$ cat src/rtl/drawbridge_pkg.sv
// Shared encodings for the drawbridge controller and its plant model.
//   - FLAT/LIFTING/UPRIGHT/LOWERING: 2-bit controller state codes.
//     The plant takes its motor direction from these codes.
//   - boat_state_e: states of the plant's boat-passage FSM.
package drawbridge_pkg;

  localparam logic [1:0] FLAT     = 2'd0;
  localparam logic [1:0] LIFTING  = 2'd1;
  localparam logic [1:0] UPRIGHT  = 2'd2;
  localparam logic [1:0] LOWERING = 2'd3;

  typedef enum logic [1:0] {
    BoatIdle,
    BoatApproach,
    BoatPassing
  } boat_state_e;

endpackage

$ cat src/rtl/step_tick.sv
// Motor step prescaler.
//   Clk   : clock, rising edge
//   Reset : asynchronous, active-high
//   en    : motor running; a low level discards any partial count
//   tick  : high during the last cycle of every STEP_DIV-cycle period while en is high
module step_tick #(
  parameter int unsigned STEP_DIV = 4
) (
  input  logic Clk,
  input  logic Reset,
  input  logic en,
  output logic tick
);

  localparam int unsigned CW = (STEP_DIV > 1) ? $clog2(STEP_DIV) : 1;
  localparam logic [CW-1:0] Last = CW'(STEP_DIV - 1);

  logic [CW-1:0] cnt_q, cnt_d;

  assign tick = en && (cnt_q == Last);

  always_comb begin
    cnt_d = cnt_q + CW'(1);
    if (!en || tick) begin
      cnt_d = '0;
    end
  end

  always_ff @(posedge Clk or posedge Reset) begin
    if (Reset) begin
      cnt_q <= '0;
    end else begin
      cnt_q <= cnt_d;
    end
  end

endmodule

$ cat src/rtl/drawbridge_plant.sv
// Behavioural plant for the DrawBridge controller: turns motor command and
// controller state into bridge position, limit sensors and a boat sensor.
//   Clk, Reset     : clock (rising edge), asynchronous active-high reset
//   MT, State      : motor run command and controller state (sets direction)
//   BoatReq        : one-cycle boat-arrival pulse
//   FaultH         : fault injection, forces H high and L low
//   H, L           : high/low limit sensors (combinational from Angle, FaultH)
//   BS             : boat present
//   Angle          : bridge position, 0 = down, TRAVEL = up
//   Stall          : one-cycle pulse on a step tick that could not move the bridge
//   Collide        : sticky, bridge below full height while a boat was passing
module drawbridge_plant
  import drawbridge_pkg::*;
#(
  parameter int unsigned TRAVEL      = 8,
  parameter int unsigned STEP_DIV    = 4,
  parameter int unsigned PASS_CYCLES = 6,
  parameter int unsigned AW          = 4
) (
  input  logic          Clk,
  input  logic          Reset,
  input  logic          MT,
  input  logic [1:0]    State,
  input  logic          BoatReq,
  input  logic          FaultH,
  output logic          H,
  output logic          L,
  output logic          BS,
  output logic [AW-1:0] Angle,
  output logic          Stall,
  output logic          Collide
);

  localparam int unsigned PW = $clog2(PASS_CYCLES + 1);
  localparam logic [AW-1:0] TravelPos = AW'(TRAVEL);
  localparam logic [PW-1:0] PassLoad  = PW'(PASS_CYCLES);

  logic          tick;
  logic [AW-1:0] angle_q, angle_d;
  logic          stall_q, stall_d;
  logic          collide_q, collide_d;
  boat_state_e   boat_q, boat_d;
  logic [PW-1:0] pass_q, pass_d;
  logic          at_top;

  step_tick #(
    .STEP_DIV(STEP_DIV)
  ) u_step_tick (
    .Clk  (Clk),
    .Reset(Reset),
    .en   (MT),
    .tick (tick)
  );

  // True position only; FaultH must not let a boat start passing.
  assign at_top = (angle_q == TravelPos);

  // Position: saturating, one step per tick in the commanded direction.
  always_comb begin
    angle_d = angle_q;
    stall_d = 1'b0;
    if (tick) begin
      if (State == LIFTING && angle_q < TravelPos) begin
        angle_d = angle_q + AW'(1);
      end else if (State == LOWERING && angle_q != '0) begin
        angle_d = angle_q - AW'(1);
      end else begin
        stall_d = 1'b1;
      end
    end
  end

  // Boat passage FSM; BoatReq outside idle is dropped.
  always_comb begin
    boat_d = boat_q;
    pass_d = pass_q;
    unique case (boat_q)
      BoatIdle: begin
        pass_d = '0;
        if (BoatReq) begin
          boat_d = BoatApproach;
        end
      end
      BoatApproach: begin
        if (at_top) begin
          boat_d = BoatPassing;
          pass_d = PassLoad;
        end
      end
      BoatPassing: begin
        if (pass_q == PW'(1)) begin
          boat_d = BoatIdle;
          pass_d = '0;
        end else begin
          pass_d = pass_q - PW'(1);
        end
      end
      default: begin
        boat_d = BoatIdle;
        pass_d = '0;
      end
    endcase
  end

  // Judged on next-state so Collide rises on the same edge the bridge leaves the top.
  always_comb begin
    collide_d = collide_q | ((boat_d == BoatPassing) && (angle_d != TravelPos));
  end

  always_ff @(posedge Clk or posedge Reset) begin
    if (Reset) begin
      angle_q   <= '0;
      stall_q   <= 1'b0;
      collide_q <= 1'b0;
      boat_q    <= BoatIdle;
      pass_q    <= '0;
    end else begin
      angle_q   <= angle_d;
      stall_q   <= stall_d;
      collide_q <= collide_d;
      boat_q    <= boat_d;
      pass_q    <= pass_d;
    end
  end

  assign Angle   = angle_q;
  assign Stall   = stall_q;
  assign Collide = collide_q;
  assign BS      = (boat_q != BoatIdle);
  assign H       = at_top | FaultH;
  assign L       = (angle_q == '0) & ~FaultH;

endmodule

$ cat config.mk
export PLATFORM = sky130hd
export DESIGN_NAME = drawbridge_plant
export DESIGN_NICKNAME = d
export VERILOG_FILES = /design/src/rtl/drawbridge_pkg.sv /design/src/rtl/step_tick.sv /design/src/rtl/drawbridge_plant.sv
export SDC_FILE = /design/constraint.sdc
export NUM_CORES = 1
export LEC_CHECK = 0
export BUFFER_PORTS_ARGS = -buffer_cell sky130_fd_sc_hd__buf_2
export CAP_MARGIN = 10
export CORE_UTILIZATION = 48
export DETAILED_ROUTE_END_ITERATION = 10
export HOLD_SLACK_MARGIN = 0.15
export PLACE_DENSITY = 0.83
export SYNTH_ARGS = -nofsm -noshare
export SYNTH_HDL_FRONTEND = slang
export SYNTH_SLANG_ARGS = --single-unit
$ cat constraint.sdc
create_clock -name Clk -period 1.8 [get_ports Clk]
set_input_delay 0.36 -clock Clk [delete_from_list [all_inputs] [get_ports Clk]]
set_output_delay 0.36 -clock Clk [all_outputs]
set_load 0.01 [all_outputs]
### Word-level counts from Yosys, hierarchy flattened

Index checks and enable logic that the tools add are counted.
Widths: inputs -> output; s select.

* input port bits: 7
* register bits: 13
* logic and storage cells: 49
* output and inout bits: 9

* multiplexer cells: 14
* reduce and logical (&&, ||, !) cells: 10
* equality and inequality tests: 10
* bitwise operators: 4
* order comparisons: 1
* $add $sub $neg: 4

Operators with widths (number)
* $mux 4: 3
* $eq 2x2->1 const B: 4
* $mux 2: 4
* $mux 3: 2
* $pmux 2 s3: 1
* $pmux 3 s2: 1
* $add 4x1->4 const B: 1
* $eq 2x1->1 const B: 2
* $eq 4x4->1 const B: 1
* $logic_and 1x1->1: 4
* $logic_not 4->1: 1
* $lt 4x4->1 const B: 1
* $ne 4x4->1 const B: 1
* $reduce_bool 4->1: 1
* $sub 4x1->4 const B: 1
* $eq 3x1->1 const B: 1
* $mux 1: 3
* $sub 3x1->3 const B: 1
* $add 2x1->2 const B: 1
* $logic_not 2->1: 1
* $ne 2x2->1 const B: 1
* $or 1x1->1: 2
* $reduce_bool 2->1: 1
* $and 1x1->1: 1
* other kinds (3): 3

### Longest topological paths before layout

Gate-level depths: netlist (run 1).

* depth in word-level cells: 8
* gate-level depth with buffers: 7
* gate-level depth less buffers: 7

### By module

Synthesis (run 1) repeated with hierarchy kept, for this count alone.

* cells, all modules: 89
* area, all modules: 877.1 um^2

Modules (own cells, without submodules)
* drawbridge_plant: area an instance 782.0 um^2, cells an instance 82, seq. area each 275.3 um^2, times used 1
* step_tick: area an instance 95.1 um^2, cells an instance 7, seq. area each 50.0 um^2, times used 1

### Least setup slack after synthesis (run 1)

OpenSTA, ideal clock, no wires.

* path type: register -> register
* start: reg angle_q[0] (netlist: Angle[0])
* end: reg collide_q (netlist: Collide)
* period minus slack after synthesis: 1895 ps
* setup time: 120 ps
* path slack: -95 ps
* data arrival time: 1775 ps
* data required time: 1680 ps
* path buffers: 0
* stages on the path, launching flop included: 8
* cell sequence: dfrtp_1 inv_1 ha_1 nor2b_1 or3_2 o21ai_2 nand4_1 a31o_1

* longest elaborated chain between the ends: 8
* elaborated cells between the ends (all ways): 16
* classes of those cells: add/sub: 2; order compare: 1; eq/ne: 3; mux: 5; bitwise: 1; reduce/logical: 4

RTL lines
* start, declared: line drawbridge_plant.sv:39 `logic [AW-1:0] angle_q, angle_d;`
* start signal, assigned: line drawbridge_plant.sv:118 `angle_q <= angle_d;`
* branches (longest 3 deep; another with $sub 4x1->4)
* $mux 4 (*): line drawbridge_plant.sv:63 `if (State == LIFTING && angle_q < TravelPos) begin`
* $mux 4 (*): line drawbridge_plant.sv:62 `if (tick) begin`
* net angle_d[3]: line drawbridge_plant.sv:39
* $ne 4x4->1 (*): line drawbridge_plant.sv:107 `collide_d = collide_q | ((boat_d == BoatPassing) && (angle_d != TravelPos));`
* $logic_and 1x1->1 (*): line drawbridge_plant.sv:107
* $or 1x1->1 (*): line drawbridge_plant.sv:107
* net collide_d: line drawbridge_plant.sv:41 `logic collide_q, collide_d;`
* end signal, assigned: line drawbridge_plant.sv:120 `collide_q <= collide_d;`
* end, declared: line drawbridge_plant.sv:41

Mark *: on every way through the listed nets, which the timed path passes.
A chain may end at the register's enable or synchronous reset.

### Final worst setup path (run 1)

* start: reg angle_q[1] (netlist: Angle[1])
* end: out L

* longest elaborated chain between the ends: 2

RTL lines
* $logic_not 4->1: line drawbridge_plant.sv:131 `assign L = (angle_q == '0) & ~FaultH;`
* $and 1x1->1: line drawbridge_plant.sv:131
* end, declared: line drawbridge_plant.sv:27 `output logic L,`

No other way between the ends.

==> results of run 1 <==
==> flip-flops by register name (all words and copies together) (netlist names) <==
signal,flops
Angle,4
pass_q,3
boat_q,2
u_step_tick.cnt_q,2
Collide,1
Stall,1
==> layer usage <==
layer / track usage [%] / part of all wire [%] / up-vias
li1: - / - / 361
met1: 22.88 / 44 / 365
met2: 44.12 / 51 / 22
met3: 2.041 / 2.8 / 5
met4: 12.73 / 2.3 / 0
met5: 0 / 0 / -
==> power breakdown <==
part           switching, mW  total (mW)  internal, mW
Combinational          0.489       0.926         0.437
Clock                 0.0993       0.185        0.0862
Sequential            0.0978       0.483         0.385
Total                  0.686        1.59         0.908
==> cell type report <==
class / instances / area [um^2]
well taps: 24 / 30.03
flip-flops and latches: 13 / 327.8
inverters: 13 / 48.80
repair buffers: 20 / 115.1
multi-input cells: 65 / 536.8
clock buffers: 4 / 26.28
fillers: 142 / 509.2
==> cells by family (layout without fill, tap and decap cells) <==
logic type | Yosys count | in the layout | synth area share, %
simple gates | 32 | 32 | 23.30
mux | 4 | 4 | 4.776
fa+ha+maj | 9 | 9 | 13.02
compound gates | 18 | 18 | 13.60
xor+xnor | 2 | 2 | 2.026
flops | 13 | 13 | 37.63
buf+inv | 13 | 37 | 5.644
==> through the flow <==
stage          area [um^2]  instances  setup slack, ns  hold slack [ns]  power [mW]
6_report              1085        139          0.03902           0.3462       1.594
5_1_grt               1085        139         -0.01903           0.3623       1.744
4_1_cts               1050        138         0.004034           0.3291       1.527
3_5_place_dp          1003        133          0.05203           0.4098       1.311
3_3_place_gp          1003        133           0.1081           0.3992       1.270
2_1_floorplan        875.8         91          0.07162           0.2368       1.048
==> how the worst max path moves through the flow <==
| stage | startpoint | endpoint |
|---|---|---|
| after global placement | State[1] | Collide |
| after floorplan | Angle[0] | Collide |
| final | Angle[1] | L |
| after global routing | Angle[1] | L |
| after CTS | Angle[1] | H |
| after detailed placement | Angle[1] | Collide |
==> repair_timing <==
item / 4_1_cts / 5_1_grt
pin swaps: 0 / 2
setup endpoints to repair: 2 / 4
setup buffers: 0 / 1
endpoints found under the hold margin: 13 / 0
gates resized for setup: 2 / 6
hold buffers: 1 / 0
==> placed cells by master (no fill, tap or decap), drive strengths merged, types with 2 or more instances in the layout <==
cell type  Yosys  layout
o21ai          7       7
ha             9       9
nand2          8       8
nor3b          3       3
a21oi          3       3
mux2i          3       3
nor3           2       2
inv           13      13
nor2           3       3
and2           3       3
clkbuf         0       4
or3            2       2
o31ai          2       2
a31o           2       2
dfrtp         13      13
buf            0      19
nand4          2       2
nand2b         3       3
==> worst max-delay path: stages, from the launching register on <==
cell	delay (ns)
dfrtp_2	0.42
inv_2	0.07
ha_4	0.13
nor2b_4	0.18
nor3b_2	0.17
buf_2	0.15
==> cells in the mapped netlist (all sizes together) (2+ instances only) <==
cell type / count / area, um^2
nand2: 8 / 30.03
nand4: 2 / 18.77
a31o: 2 / 17.52
nor3: 2 / 10.01
mux2i: 3 / 30.03
nor2: 3 / 11.26
and2: 3 / 20.02
dfrtp: 13 / 325.3
nor3b: 3 / 27.52
o31ai: 2 / 15.01
o21ai: 7 / 38.78
a21oi: 3 / 15.01
nand2b: 3 / 18.77
ha: 9 / 112.6
or3: 2 / 13.77
inv: 13 / 48.80
==> reports/qor.yml, run 1 <==
yosys:
  yosysWarnings: 0
  synth_seq_area_share_pct: 37.63
  synthCells: 91
  post_synth.cell_area_avg_um2: 9.501
  synth_edf_count: 0
  synth-seq-cells: 13
  post_synth_num_cell_types: 36
  predominant_post_synthesis_flop_cell: "dfrtp_1"
  async_reset_ff_share_pct: 100.0
  post_synthesis_cell_area_um2: 864.6
  synth_fp_nets: 107
worst_setup_path:
  worstRegToRegCells: 8
  critPathCaptureType: "output pin"
  critical_path_peak_fanout: 5
  critPathArrivalTime_ns: 1.40
  cp_data_required_time_ns: 1.44
  r2r-start: "Angle[1]"
  setup.worst_path.class: "flip-flop to output pin"
  worst_r2r_endpoint: "Collide"
  startpoint_type: "flip-flop"
  ff2ff_setup_slack_ns: 0.05
clock_network:
  ctsLongestPathBuffers: 2
  htreeDepth: 1
  clkLatencyLatePin_ns: 0.28
  clock_sink_count: 13
  root_buffer: "clkbuf_4"
  cts-buffers-inserted: 3
  cts_tree: "built"
  cts.clk_slew.worst_paths_ns: 0.08
run:
  timing.max_cap.violations: 0
detailed_routing:
  routedWlPerCell_um: 13.41
  detail-route-antenna-nets: 0
  detailroute.via_count: 753
  viasPerCell: 5.417
  first_iter_violations: 11
  drc_errors: 0
  route.final.wire_length_mm: 1.864
  drt_pass1_iterations: 4
die:
  floorplan.die.height_um: 44.44
  core-area_mm2: 0.001594
  initial_utilization_pct: 54.24
  fp-row-count: 14
  die_width_um: 44.44
  total_die_area_mm2: 0.001975
  boundaryPins: 16
min_path:
  worst_hold_path_type: "primary input to flip-flop"
  hold_path_startpoint: "State[0]"
  hold-path-cell-count: 2
  timing.hold.worst_endpoint: "Stall"
place:
  dpl.hpwl_mm: 1.410
  routabilityCongestion: 0.8657
  place.port_buffers: 15
cells_and_area:
  post-route-util_pct: 68.05
  drive_gt1_share_pct: 33.91
  n_antenna_cell: 0
  syn_to_final_growth_pct: 25.47
  final_nets: 132
timing:
  timing.max_slew.rel_slack_pct: 66.11
  finalMaxSlewViolations: 0
  finalCriticalPeriod_ns: 1.761
  grt_setup_unrepaired: "true"
  skew_ns: 0.008621
  finalHoldViolCount: 0
  final-setup-viol-count: 0
  post-route-period-util_pct: 97.83
  tightest_slew_ns: 0.5079
  fmax_mhz: 567.9
  fin_tns_setup_ns: 0
outcome:
  run_status: "completed"
pwr:
  p_leak_nw: 0.5275
  power-per-cell-area_mw_per_mm2: 1469
  ir_drop_uv: 812.5
grt:
  first_global_vias: 808
  maximum_number_of_pins_on_one_net_before_global_route_repair: 14
  grt_remaining_overflow: 0
  grt_pass1_wl_mm: 3.249
  antenna_found_initial: 0
  grt_usage_pct: 22.57
Power figures use the tool's default switching activity.
==> run 2, diff against run 1 <==
--- a/config.mk
+++ b/config.mk
@@ -5,7 +5,8 @@
 export SDC_FILE = /design/constraint.sdc
 export NUM_CORES = 1
 export LEC_CHECK = 0
-export BUFFER_PORTS_ARGS = -buffer_cell sky130_fd_sc_hd__buf_2
+export ABC_AREA = 1
+export BUFFER_PORTS_ARGS = -buffer_cell sky130_fd_sc_hd__buf_4
 export CAP_MARGIN = 10
 export CORE_UTILIZATION = 48
 export DETAILED_ROUTE_END_ITERATION = 10
==> run 2 against run 1 <==
Net effect:
- utilization is 2.3 points lower
- routed wire length fell by 14%
- register-to-register slack gained 0.24 ns
- die area decreased by 1.8%
- global-route usage fell by 3.6 points
==> reports/qor.yml, run 2 <==
cells_and_area:
  layout.cells.non_filler: 140  # +0.72%
  largest_register_ffs: 4  # unchanged
  final_nets: 141  # +6.8%
  area.sequential_um2: 326.6  # -0.38%
  layout.cells.most_common: "nand2_1"
  n_antenna_cell: 0  # unchanged
  final_cell_mix: "nand2_1, inv_1, buf_4, dfrtp_1"
  drive_gt1_share_pct: 25.00  # -8.9 points
  multiInputGateArea_um2: 457.9  # -15%
  syn_to_final_growth_pct: 22.27
  post-route-util_pct: 65.79  # -2.3 points
  layout.filler_cells: 128  # -9.9%
die:
  boundaryPins: 16  # unchanged
  core-area_mm2: 0.001577  # -1.1%
  floorplan.die.height_um: 44.04  # -0.90%
  fp-row-count: 14  # unchanged
  initial_utilization_pct: 53.81  # -0.43 points
  die_width_um: 44.04  # -0.90%
  total_die_area_mm2: 0.001940  # -1.8%
clock_network:
  cts.clk_slew.worst_paths_ns: 0.08  # about the same
  ctsLongestPathBuffers: 2  # unchanged
  clkLatencyLatePin_ns: 0.28  # about the same
  root_buffer: "clkbuf_4"
  cts_tree: "built"
  cts-buffers-inserted: 3  # unchanged
  htreeDepth: 1  # unchanged
  clock_sink_count: 13  # unchanged
timing:
  finalHoldViolCount: 0  # unchanged
  grt_setup_unrepaired: "false"
  fmax_mhz: 590.0  # +3.9%
  post-route-period-util_pct: 94.17  # -3.7 points
  timing.max_slew.rel_slack_pct: 67.02  # +0.92 points
  fin_tns_setup_ns: 0  # unchanged
  final-setup-viol-count: 0  # unchanged
  finalCriticalPeriod_ns: 1.695  # -0.06598 ns
  skew_ns: 0.008662  # +0.00004094 ns
  finalMaxSlewViolations: 0  # unchanged
  tightest_slew_ns: 0.4941  # -0.01377 ns
yosys:
  synth.top_cells.by_count: "nand2_1, inv_1, dfrtp_1"
  synth_fp_nets: 120  # +12%
  predominant_post_synthesis_flop_cell: "dfrtp_1"
  synth_area_leaders: "dfrtp_1, ha_1, nand2_1, inv_1, nand3_1"
  yosysWarnings: 0  # unchanged
  synthCells: 104  # +14%
  synth-seq-cells: 13  # unchanged
  synthDominantCellAreaShare_pct: 38.35  # +0.72 points
  post_synth_num_cell_types: 20  # -44%
  async_reset_ff_share_pct: 100.0  # unchanged
  synth_edf_count: 0  # unchanged
  synth.most_common_cell: "nand2_1"
  post_synthesis_cell_area_um2: 848.3  # -1.9%
  library_cell_with_the_largest_summed_area_after_synthesis: "dfrtp_1"
  synth_seq_area_share_pct: 38.35  # +0.72 points
  post_synth.cell_area_avg_um2: 8.157  # -14%
pwr:
  power-per-cell-area_mw_per_mm2: 1405  # -4.4%
  p_leak_nw: 0.5480  # +3.9%
  ir_drop_uv: 792.9  # -2.4%
detailed_routing:
  routedWlPerCell_um: 11.51  # -14%
  first_iter_violations: 10  # -1
  detailroute.via_count: 719  # -4.5%
  detail-route-antenna-nets: 0  # unchanged
  drt_pass1_iterations: 4  # unchanged
  route.final.wire_length_mm: 1.611  # -14%
  drc_errors: 0  # unchanged
  viasPerCell: 5.136  # -5.2%
run:
  timing.max_cap.violations: 0  # unchanged
worst_setup_path:
  setup.worst_path.class: "flip-flop to output pin"
  critical_path_peak_fanout: 6  # +1
  critPathCaptureType: "output pin"
  startpoint_type: "flip-flop"
  critPathArrivalTime_ns: 1.33  # -0.07 ns
  cp_data_required_time_ns: 1.44  # about the same
min_path:
  worst_hold_path_type: "primary input to flip-flop"
place:
  place.port_buffers: 15  # unchanged
  routabilityCongestion: 0.8596  # -0.70%
  dpl.hpwl_mm: 1.249  # -11%
  placed_cells_incl_taps: 135  # +1.5%
grt:
  first_global_vias: 661  # -18%
  grt_usage_pct: 19.00  # -3.6 points
  maximum_number_of_pins_on_one_net_before_global_route_repair: 14  # unchanged
  antenna_found_initial: 0  # unchanged
  grt_remaining_overflow: 0  # unchanged
  grt_pass1_wl_mm: 2.718  # -16%
outcome:
  run_status: "completed"
[run 2: kinds of logic (layout without fill, tap and decap cells)]
logic type,Yosys count,in the layout,share of synthesized area [%]
DFF,13,13,38.35
xor gates and xnor gates,2,2,2.065
AOI/OAI and AO/OA,8,8,6.491
buffers and inverters,22,42,9.735
adders and majority gates,9,9,13.27
and+or+nand+nor,50,50,30.09
[run 2: layer usage]
layer / track usage, % / vias to the layer above / wire length, um
met1: 24.34 / 327 / 711
met4: 3.636 / 0 / 12
li1: - / 377 / -
met3: 6.122 / 5 / 62
met5: 0 / - / 0
met2: 31.76 / 10 / 825
[run 2: worst max-delay path, cell delays in order, from the launching register on]
cell and delay, ns:
dfrtp_2 0.45, inv_1 0.12, ha_4 0.18, nand3_4 0.09, nor2_1 0.09, buf_4 0.12
[run 2: timing repair]
action                                 4_1_cts  5_1_grt
hold buffers                                 1        0
resized for setup                            1        3
endpoints found under the hold margin       13        0
buffers inserted                             0        0
gates cloned                                 0        0
setup endpoints to repair                    1        2
[run 2: final cells by class]
| class | instances | share of cell area (%) |
|---|---|---|
| clock buffer | 3 | 2.171 |
| clock inverter | 1 | 0.4825 |
| inverter | 22 | 7.961 |
| multi-input combinational | 69 | 44.15 |
| sequential | 13 | 31.48 |
| tap | 16 | 1.930 |
| timing repair buffer | 16 | 11.82 |
[run 2: path summary, 6_finish.rpt]
check	slack [ns]	cells past startpoint	end	start
max in group asynchronous	0.79	3	Angle[0]	Reset
max reg2reg	0.29	11	Collide	Angle[0]
max	0.11	5	L	Angle[0]
min in group asynchronous	0.65	3	u_step_tick.cnt_q[0]	Reset
min reg2reg	0.47	1	u_step_tick.cnt_q[0]	u_step_tick.cnt_q[0]
min	0.34	3	u_step_tick.cnt_q[0]	MT
[run 2: report_power, final]
part           switching [mW]  total, mW  leakage [nW]  internal, mW
Sequential             0.0803      0.455         0.163         0.374
Combinational           0.473      0.824         0.368         0.351
Clock                  0.0964      0.179        0.0177        0.0825
[run 2: metrics by stage]
| stage | hold slack (ns) | area (um^2) | power (mW) | setup slack (ns) |
|---|---|---|---|---|
| floorplan | 0.2370 | 848.3 | 0.9888 | 0.2921 |
| global placement | 0.4015 | 980.9 | 1.197 | 0.2305 |
| detailed placement | 0.4194 | 980.9 | 1.222 | 0.2129 |
| CTS | 0.3324 | 1021 | 1.416 | 0.005665 |
| global route | 0.3381 | 1037 | 1.589 | 0.01926 |
| finish | 0.3361 | 1037 | 1.457 | 0.1050 |
==> run 3, diff against run 2 <==
--- a/config.mk
+++ b/config.mk
@@ -8,10 +8,11 @@
 export ABC_AREA = 1
 export BUFFER_PORTS_ARGS = -buffer_cell sky130_fd_sc_hd__buf_4
 export CAP_MARGIN = 10
-export CORE_UTILIZATION = 48
+export CORE_UTILIZATION = 51
+export CTS_BUF_LIST = sky130_fd_sc_hd__clkbuf_4 sky130_fd_sc_hd__clkbuf_8
 export DETAILED_ROUTE_END_ITERATION = 10
 export HOLD_SLACK_MARGIN = 0.15
-export PLACE_DENSITY = 0.83
+export PLACE_DENSITY = 0.87
 export SYNTH_ARGS = -nofsm -noshare
 export SYNTH_HDL_FRONTEND = slang
 export SYNTH_SLANG_ARGS = --single-unit
==> run 3 against run 2 <==
Net effect:
- via count grew 0.70%
- critical endpoint is now H
- routed wire length down 1.9%
- largest cell class unchanged
- highest routed layer unchanged
- flip-flop and latch count unchanged
- utilization is 2.4 points higher
==> reports/qor.yml, run 3 (synthesized netlist as in run 2, its figures left out) <==
worst_setup_path:
  cp_data_required_time_ns: 1.44  # about the same
  setup.worst_path.class: "flip-flop to output pin"
  r2r-start: "Angle[1]"
  critical_path_peak_fanout: 5  # -1
  critPathArrivalTime_ns: 1.30  # -0.03 ns
  startpoint_type: "flip-flop"
  ff2ff_setup_slack_ns: 0.28  # about the same
  cp-startpoint: "Angle[1]"
  worstRegToRegCells: 12  # +1
  critPathCaptureType: "output pin"
cells_and_area:
  fin_area_mm2: 0.001040  # +0.24%
  layout.cells.most_common: "nand2_1"
  n_antenna_cell: 0  # unchanged
  largest_register_ffs: 4  # unchanged
  post-route-util_pct: 68.23  # +2.4 points
  final_nets: 141  # unchanged
  final_cell_mix: "nand2_1, inv_1, buf_4, dfrtp_1"
  drive_gt1_share_pct: 25.81  # +0.81 points
  layout.filler_cells: 136  # +6.3%
  syn_to_final_growth_pct: 22.57
pwr:
  combinationalPowerShare_pct: 55.7  # -0.8 points
  power-per-cell-area_mw_per_mm2: 1422  # +1.2%
  power.switching_fraction_pct: 44.15  # -0.43 points
  design_power_total_mw: 1.479  # +1.5%
  p_leak_nw: 0.5484  # about the same
  net_sw_power_mw: 0.6529  # +0.50%
  seq_power_share_pct: 31.1  # about the same
  ir_drop_uv: 793.3  # about the same
  clkPwrFrac_pct: 13.2  # +0.9 points
  intPower_mw: 0.8259  # +2.3%
die:
  initial_utilization_pct: 55.67  # +1.9 points
  fp-row-count: 14  # unchanged
  core-area_mm2: 0.001524  # -3.3%
  total_die_area_mm2: 0.001831  # -5.6%
  floorplan.die.height_um: 42.79  # -2.8%
  boundaryPins: 16  # unchanged
  die_width_um: 42.79  # -2.8%
clock_network:
  cts-buffers-inserted: 3  # unchanged
  clkLatencyLatePin_ns: 0.28  # about the same
  root_buffer: "clkbuf_4"
  cts_tree: "built"
  clock_sink_count: 13  # unchanged
  cts.clk_slew.worst_paths_ns: 0.07  # about the same
  cts.repair_timing.setup_buffer_count: 0  # unchanged
  ctsLongestPathBuffers: 2  # unchanged
  htreeDepth: 1  # unchanged
timing:
  post-route-period-util_pct: 92.07  # -2.1 points
  finalCriticalPeriod_ns: 1.657  # -0.03775 ns
  finalHoldViolCount: 0  # unchanged
  final-setup-viol-count: 0  # unchanged
  fin_tns_setup_ns: 0  # unchanged
  skew_ns: 0.008956  # +0.0002936 ns
  finalMaxSlewViolations: 0  # unchanged
  timing.max_slew.rel_slack_pct: 67.91  # +0.88 points
  tightest_slew_ns: 0.4808  # -0.01325 ns
  fmax_mhz: 603.4  # +2.3%
  final.hold.worst_slack_ns: 0.3477  # +0.01158 ns
  grt_setup_unrepaired: "false"
outcome:
  run_status: "completed"
grt:
  grt_usage_pct: 20.14  # +1.1 points
  grt_remaining_overflow: 0  # unchanged
  grt_pass1_wl_mm: 2.697  # -0.77%
  first_global_vias: 703  # +6.4%
  antenna_found_initial: 0  # unchanged
  maximum_number_of_pins_on_one_net_before_global_route_repair: 14  # unchanged
detailed_routing:
  route.final.wire_length_mm: 1.580  # -1.9%
  routedWlPerCell_um: 11.29  # -1.9%
  detail-route-antenna-nets: 0  # unchanged
  drt_pass1_iterations: 4  # unchanged
  drc_errors: 0  # unchanged
  first_iter_violations: 11  # +1
  detailroute.via_count: 724  # +0.70%
  viasPerCell: 5.171  # +0.70%
place:
  detailed_place.area_um2: 980.9  # unchanged
  routabilityCongestion: 0.8218  # -4.4%
  dpl.hpwl_mm: 1.267  # +1.5%
  place.port_buffers: 15  # unchanged
min_path:
  hold-path-cell-count: 3  # unchanged
  worst_hold_path_type: "primary input to flip-flop"
  hold_path_startpoint: "MT"
run:
  timing.max_cap.violations: 0  # unchanged
[run 3: what timing repair did]
item / 4_1_cts / 5_1_grt
hold buffers: 1 / 0
endpoints found under the setup margin: 1 / 2
hold endpoints to repair: 13 / 0
resized for setup: 1 / 4
[run 3: per-layer routing]
layer	vias to the layer above	wire length [um]	GRT usage, %	part of all wire, %
met1	331	664	23.16	42
met3	5	87	8.085	5.5
met4	0	31	10.63	2.0
met2	17	796	31.82	50
li1	371	-	-	-
met5	-	0	0	0
[run 3: worst paths after layout]
path | to
worst max-delay path | H
worst min-delay path | u_step_tick.cnt_q[0]
worst max register to register | Collide
worst min register to register | u_step_tick.cnt_q[0]
max in group asynchronous | Angle[0]
min in group asynchronous | Angle[2]
[run 3: final cells by class]
type	instances	area, um^2	area share [%]
inverter	22	82.58	7.942
tap	16	20.02	1.925
sequential	13	326.6	31.41
multi-input combinational	69	457.9	44.04
clock buffer	4	30.03	2.888
timing repair buffer	16	122.6	11.79
[run 3: power by group through the flow]
stage / logic [mW] / clock network [mW] / registers, mW
2_1_floorplan: 0.526 / 0 / 0.462
4_1_cts: 0.777 / 0.203 / 0.454
6_report: 0.824 / 0.196 / 0.459
3_3_place_gp: 0.740 / 0 / 0.454
5_1_grt: 0.911 / 0.218 / 0.470
3_5_place_dp: 0.767 / 0 / 0.459
[run 3: per-stage QoR]
step | setup WS (ns) | instances
2_1_floorplan | 0.2921 | 104
3_3_place_gp | 0.2149 | 135
3_5_place_dp | 0.1704 | 135
4_1_cts | 0.01521 | 140
5_1_grt | 0.02475 | 140
6_report | 0.1428 | 140
[run 3: worst max-delay path, cell delays in order (launching register included)]
cell and delay, ns:
dfrtp_1 0.42, inv_1 0.13, ha_4 0.17, nand3_2 0.11, nand2_1 0.08, buf_4 0.11
